File: src/rtl/mac_aging_table_pkg.sv
// mac_aging_table_pkg: shared entry type, flush FSM states, table geometry and group-address helper
package mac_aging_table_pkg;
  localparam int MAT_NUM_PORTS = 4;
  localparam int MAT_NUM_ENTRIES = 16;
  localparam int MAT_ADDR_W = 48;
  localparam int MAT_AGE_W = 4;
  localparam int MAT_PORT_W = $clog2(MAT_NUM_PORTS);
  typedef struct packed {
    logic valid;
    logic [MAT_ADDR_W-1:0] addr;
    logic [MAT_PORT_W-1:0] port;
    logic [MAT_AGE_W-1:0] age;
  } mat_entry_t;
  typedef enum logic [1:0] {IDLE, SWEEP, DONE} flush_state_e;
  function automatic logic is_group_addr(input logic [MAT_ADDR_W-1:0] addr);
    return addr[MAT_ADDR_W-8];
  endfunction
endpackage

File: src/rtl/mat_victim_select.sv
// mat_victim_select: picks lowest free entry, else lowest-index entry with the smallest age
module mat_victim_select #(
  parameter int NUM_ENTRIES = 16,
  parameter int AGE_W = 4,
  localparam int IDX_W = $clog2(NUM_ENTRIES)
) (
  input  logic [NUM_ENTRIES-1:0] valid,
  input  logic [AGE_W-1:0]       age [NUM_ENTRIES],
  output logic                   full,
  output logic [IDX_W-1:0]       idx
);
  logic [IDX_W-1:0] free_idx, vic_idx;
  logic [AGE_W-1:0] min_age;
  always_comb begin
    free_idx = '0;
    vic_idx = '0;
    min_age = age[0];
    for (int i = NUM_ENTRIES - 1; i >= 0; i--) free_idx = valid[i] ? free_idx : IDX_W'(i);
    for (int i = 1; i < NUM_ENTRIES; i++) begin
      if (age[i] < min_age) begin
        min_age = age[i];
        vic_idx = IDX_W'(i);
      end
    end
  end
  assign full = &valid;
  assign idx = full ? vic_idx : free_idx;
endmodule

File: src/rtl/mac_aging_table.sv
// mac_aging_table: MAC learn/lookup table with aging, station move, eviction and sweep flush
module mac_aging_table
  import mac_aging_table_pkg::*;
#(
  parameter int NUM_PORTS = MAT_NUM_PORTS,
  parameter int NUM_ENTRIES = MAT_NUM_ENTRIES,
  parameter int ADDR_W = MAT_ADDR_W,
  parameter int AGE_W = MAT_AGE_W,
  localparam int PORT_W = $clog2(NUM_PORTS),
  localparam int IDX_W = $clog2(NUM_ENTRIES)
) (
  input  logic              clk,
  input  logic              rst_n,
  input  logic              learn_valid_i,
  output logic              learn_ready_o,
  input  logic [ADDR_W-1:0] learn_addr_i,
  input  logic [PORT_W-1:0] learn_port_i,
  input  logic              lookup_valid_i,
  input  logic [ADDR_W-1:0] lookup_addr_i,
  output logic              lookup_valid_o,
  output logic              lookup_hit_o,
  output logic [PORT_W-1:0] lookup_port_o,
  input  logic              age_tick_i,
  input  logic              flush_req_i,
  input  logic              flush_all_i,
  input  logic [PORT_W-1:0] flush_port_i,
  output logic              flush_done_o,
  output logic              evict_o,
  output logic              move_o,
  output logic [IDX_W:0]    entry_count_o
);
  localparam logic [AGE_W-1:0] AGE_MAX = {AGE_W{1'b1}};
  mat_entry_t tbl_q [NUM_ENTRIES];
  mat_entry_t tbl_d [NUM_ENTRIES];
  flush_state_e state;
  logic [IDX_W-1:0] sweep_idx, hit_idx, vic_idx, tgt_idx;
  logic [PORT_W-1:0] flush_port_q, hit_port, lk_port;
  logic [NUM_ENTRIES-1:0] valid_vec;
  logic [AGE_W-1:0] age_vec [NUM_ENTRIES];
  logic [IDX_W:0] count_d;
  logic flush_all_q, learn_hit, lk_hit, full, learn_fire, move_d, evict_d;
  always_comb begin
    learn_hit = 1'b0;
    hit_idx = '0;
    hit_port = '0;
    lk_hit = 1'b0;
    lk_port = '0;
    for (int i = NUM_ENTRIES - 1; i >= 0; i--) begin
      valid_vec[i] = tbl_q[i].valid;
      age_vec[i] = tbl_q[i].age;
      if (tbl_q[i].valid && tbl_q[i].addr == learn_addr_i) begin
        learn_hit = 1'b1;
        hit_idx = IDX_W'(i);
        hit_port = tbl_q[i].port;
      end
      if (tbl_q[i].valid && tbl_q[i].addr == lookup_addr_i) begin
        lk_hit = !is_group_addr(lookup_addr_i);
        lk_port = tbl_q[i].port;
      end
    end
  end
  mat_victim_select #(.NUM_ENTRIES(NUM_ENTRIES), .AGE_W(AGE_W)) u_victim (
    .valid(valid_vec),
    .age  (age_vec),
    .full (full),
    .idx  (vic_idx)
  );
  assign learn_fire = learn_valid_i && learn_ready_o && !is_group_addr(learn_addr_i);
  assign tgt_idx = learn_hit ? hit_idx : vic_idx;
  assign move_d = learn_fire && learn_hit && hit_port != learn_port_i;
  assign evict_d = learn_fire && !learn_hit && full;
  always_comb begin
    count_d = '0;
    for (int i = 0; i < NUM_ENTRIES; i++) begin
      tbl_d[i] = tbl_q[i];
      if (age_tick_i && tbl_q[i].valid) begin
        tbl_d[i].age = tbl_q[i].age > 1 ? tbl_q[i].age - 1'b1 : '0;
        tbl_d[i].valid = tbl_q[i].age > 1;
      end
      if (state == SWEEP && sweep_idx == IDX_W'(i) && (flush_all_q || tbl_q[i].port == flush_port_q))
        tbl_d[i] = '0;
      if (learn_fire && tgt_idx == IDX_W'(i))
        tbl_d[i] = '{valid: 1'b1, addr: learn_addr_i, port: learn_port_i, age: AGE_MAX};
      count_d = count_d + (IDX_W + 1)'(tbl_d[i].valid);
    end
  end
  always_ff @(posedge clk or negedge rst_n) begin
    if (!rst_n) begin
      for (int i = 0; i < NUM_ENTRIES; i++) tbl_q[i] <= '0;
      entry_count_o <= '0;
      lookup_valid_o <= 1'b0;
      lookup_hit_o <= 1'b0;
      lookup_port_o <= '0;
      move_o <= 1'b0;
      evict_o <= 1'b0;
    end else begin
      for (int i = 0; i < NUM_ENTRIES; i++) tbl_q[i] <= tbl_d[i];
      entry_count_o <= count_d;
      lookup_valid_o <= lookup_valid_i;
      lookup_hit_o <= lookup_valid_i && lk_hit;
      lookup_port_o <= lookup_valid_i && lk_hit ? lk_port : '0;
      move_o <= move_d;
      evict_o <= evict_d;
    end
  end
  always_ff @(posedge clk or negedge rst_n) begin
    if (!rst_n) begin
      state <= IDLE;
      sweep_idx <= '0;
      flush_all_q <= 1'b0;
      flush_port_q <= '0;
      flush_done_o <= 1'b0;
      learn_ready_o <= 1'b0;
    end else begin
      flush_done_o <= 1'b0;
      case (state)
        IDLE: begin
          learn_ready_o <= !flush_req_i;
          if (flush_req_i) begin
            state <= SWEEP;
            sweep_idx <= '0;
            flush_all_q <= flush_all_i;
            flush_port_q <= flush_port_i;
          end
        end
        SWEEP: begin
          learn_ready_o <= 1'b0;
          sweep_idx <= sweep_idx + 1'b1;
          if (sweep_idx == IDX_W'(NUM_ENTRIES - 1)) begin
            state <= DONE;
            flush_done_o <= 1'b1;
          end
        end
        DONE: begin
          learn_ready_o <= 1'b1;
          state <= IDLE;
        end
        default: begin
          learn_ready_o <= 1'b1;
          state <= IDLE;
        end
      endcase
    end
  end
endmodule
File: config.mk
export PLATFORM = sky130hd
export DESIGN_NAME = mac_aging_table
export DESIGN_NICKNAME = d
export VERILOG_FILES = /design/src/rtl/mac_aging_table_pkg.sv /design/src/rtl/mat_victim_select.sv /design/src/rtl/mac_aging_table.sv
export SDC_FILE = /design/constraint.sdc
export NUM_CORES = 2
export LEC_CHECK = 0
export ABC_CLOCK_PERIOD_IN_PS = 30700
export CORE_ASPECT_RATIO = 0.5
export CORE_MARGIN = 8
export CORE_UTILIZATION = 40
export CTS_BUF_LIST = sky130_fd_sc_hd__clkbuf_8
export DETAILED_ROUTE_END_ITERATION = 6
export PLACE_DENSITY_LB_ADDON = 0.2
export SYNTH_ARGS = -nofsm -noshare
export SYNTH_HDL_FRONTEND = slang
export SYNTH_SLANG_ARGS = --single-unit
File: constraint.sdc
create_clock -name clk -period 30.7 [get_ports clk]
set_input_delay 6.14 -clock clk [delete_from_list [all_inputs] [get_ports clk]]
set_output_delay 6.14 -clock clk [all_outputs]
set_load 0.02 [all_outputs]
==> flow_summary.toml <==
[floorplanning]
core-area_um2 = 158000
dieArea_um2 = 172000
start_util_pct = 40.2
io_pins = 120
chipHeight_um = 297
die_w_um = 579
rows = 103

[synth]
synth_warnings = 0
async_flop_share_pct = 100
yosysUniqueCellTypes = 100
yosysTopAreaCell = "dfrtp_1"
netlist_instances = 6817
synthMostInstantiatedCell = "dfrtp_1"
synthTopCellsByCount = "902 x dfrtp_1, 889 x nand2_1, 800 x mux2i_1"
synth_flop_cell = "dfrtp_1"
ys_seq_area_share_pct = 35.6
synth_area_leaders = "dfrtp_1 36%, mux2i_1 13%, xor2_1 9.8%"
ys_ff_latch = 902
syn-cell-area_um2 = 63400
synth_edf_count = 0
synth_nets = 7022
synth_top_area_share_pct = 35.6
avgSynthCellArea_um2 = 9.29

[critical_path]
cp-end-kind = "register"
crit_top_cell = "ha_1"
crit_type = "register to register"
worstPathArrival_ns = 26.28
crit_fanout = 28
critical_path.startpoint_type = "register"
cp.required_ns = 31.46
cp_slowest_stage_delay_ns = 0.77
crit_slowest_cell = "o21a_1"

[sta]
min_period_ns = 25.52
clock_skew_ns = 0.0829
fin_tns_setup_ns = 0
fin_crit_sh_pct = 83.1
max_slew_margin_pct = 1.97
rsz0062_at_grt = "no"
drv_slew = 0
final_hold_viol_count = 0
finalSetupViolCount = 0
worstMarginPinSlew_ns = 1.46
max_freq_ghz = 0.0392

[clock_network]
cts-htree-levels = 4
clockBufferDepth = 3
postCtsResizedCells = 0
clk_pin_slew_worst_paths_ns = 0.06
numCtsBuffers = 149
clockRootBuffer = "clkbuf_8"
cts_setup_buffers = 0
cts_hold_buf = 0
clk_latency_ns = 0.95
cts_tree = "done"
numClockSinks = 902

[finish]
drive_above_1_share_pct = 9.50
nFillCells = 15500
nNetsFinal = 7039
area_growth_pct = 9.61
final_cell_area_um2 = 69500

[route]
wl_um = 347000
avgRoutedWirePerCell_um = 38.4
viasPerCell = 6.49
drc = 18
via_count = 58700
ant_nets = 0
drt-pass1-iter-count = 7
dr.first_iter.drc_count = 9764

[global_route]
grt_pass1_wl_um = 467000
grtUsageTotal_pct = 39.0
overflow = 0
grt_max_degree = 164
grt_pass1_vias = 55000
antenna_found_initial = 30

[status]
violations = "design-rule violations"
status = "finished with violations"

[job]
maxCapViolCount = 0

[placement]
gp_congestion = 1.06
dp_hpwl_um = 227000
port_buffers = 119
placed_area_um2 = 66400

[pwr]
p_per_area_nw_per_um2 = 89.6
p_leak_uw = 0.0334
ir_worst_vdd_uv = 55.7

[min_path]
hold_class = "register to register"
-- flip-flops by register name, indices dropped and copies added (netlist names), 2 cells and up --
signal,flops
sweep_idx,4
tbl_q,816
lookup_port_o,2
state,2
entry_count_o,5
flush_port_q,2
age_vec,64
-- worst paths after layout --
kind,start,to,slack [ns],cells after the start
worst max-delay path,age_vec[63],entry_count_o[4],5.18,105
worst min register to register,flush_port_q[1],flush_port_q[1],0.52,1
worst min-delay path,flush_port_q[1],flush_port_q[1],0.52,1
worst max register to register,age_vec[63],entry_count_o[4],5.18,105
max in group asynchronous,rst_n,sweep_idx[0],21.59,5
min in group asynchronous,rst_n,tbl_q[518],5.27,1
-- cells in the final DEF, fill, tap and decap left out, drive strengths merged, types with 13 or more instances in the layout --
master           n
mux2            25
xnor2          700
a2111oi         15
nor4b           19
nor3b           24
or4             43
nand2b         201
nand3          115
dfrtp          902
nor3           156
a221oi          25
nand4          250
clkbuf         182
o22ai           38
a22o            13
a211oi          15
a31oi           22
nor4           250
and3            28
nand2          889
ha              88
clkdlybuf4s50   21
o2111ai         23
buf            325
a21oi          130
nor2b           31
xor2           712
or3             25
o21ai          114
nor2           180
clkinv          33
nand4b          18
mux2i          800
o21bai          21
inv            255
and2            19
diode           15
a21o            24
-- per-layer routing --
layer  wire length (um)  up-vias  GRT usage, %
li1                   -    23500             -
met1             133000    28900          49.6
met2             131000     4871          51.1
met3              54400     1409          19.0
met4              28700       16          26.1
met5                280        -         0.284
-- cell families (layout without fill, tap and decap cells) --
group	Yosys count	after routing	synth area share, %
multiplexers	825	825	13.1
flip-flops	902	902	35.6
other	0	15	0
AO/OA/AOI/OAI	566	566	6.11
buffers and inverters	712	831	5.07
adder cells (fa/ha/maj)	100	100	2.09
XOR/XNOR	1412	1412	19.5
AND/OR/NAND/NOR	2300	2300	18.5
-- where the power goes --
group          switching [uW]  total, uW  internal, uW
clock network             565       1160           591
logic                    1570       2710          1130
registers                 697       2360          1660
-- stage by stage --
step	setup slack (ns)	instances	util (%)	hold WS (ns)	total power [uW]
2_1_floorplan	9.04	6817	-	0.516	4070
3_3_place_gp	5.47	8783	42.1	0.514	4930
3_5_place_dp	5.38	8783	42.1	0.514	4950
4_1_cts	5.27	9036	44.0	0.528	6100
5_1_grt	3.49	9037	44.0	0.556	6520
6_report	5.18	9051	44.1	0.518	6220
-- worst max-delay path, delay by kind of cell, from the launching register on --
family          cells  cell delay [ns]
compound gates     44            10.67
flops               1             0.41
mux                 7             2.16
simple gates       26             4.75
buf+inv             7             0.40
fa+ha+maj          21             6.97
-- final cells by class --
type	count	area, um^2	area share, %
Multi-Input combinational cell	5203	37900	54.5
Sequential cell	902	22600	32.5
Tap cell	2100	2630	3.78
Clock buffer	182	2500	3.61
Timing Repair Buffer	346	2450	3.53
Inverter	232	871	1.25
Clock inverter	71	504	0.726
Antenna cell	15	37.5	0.0540
Power figures use the tool's default switching activity.
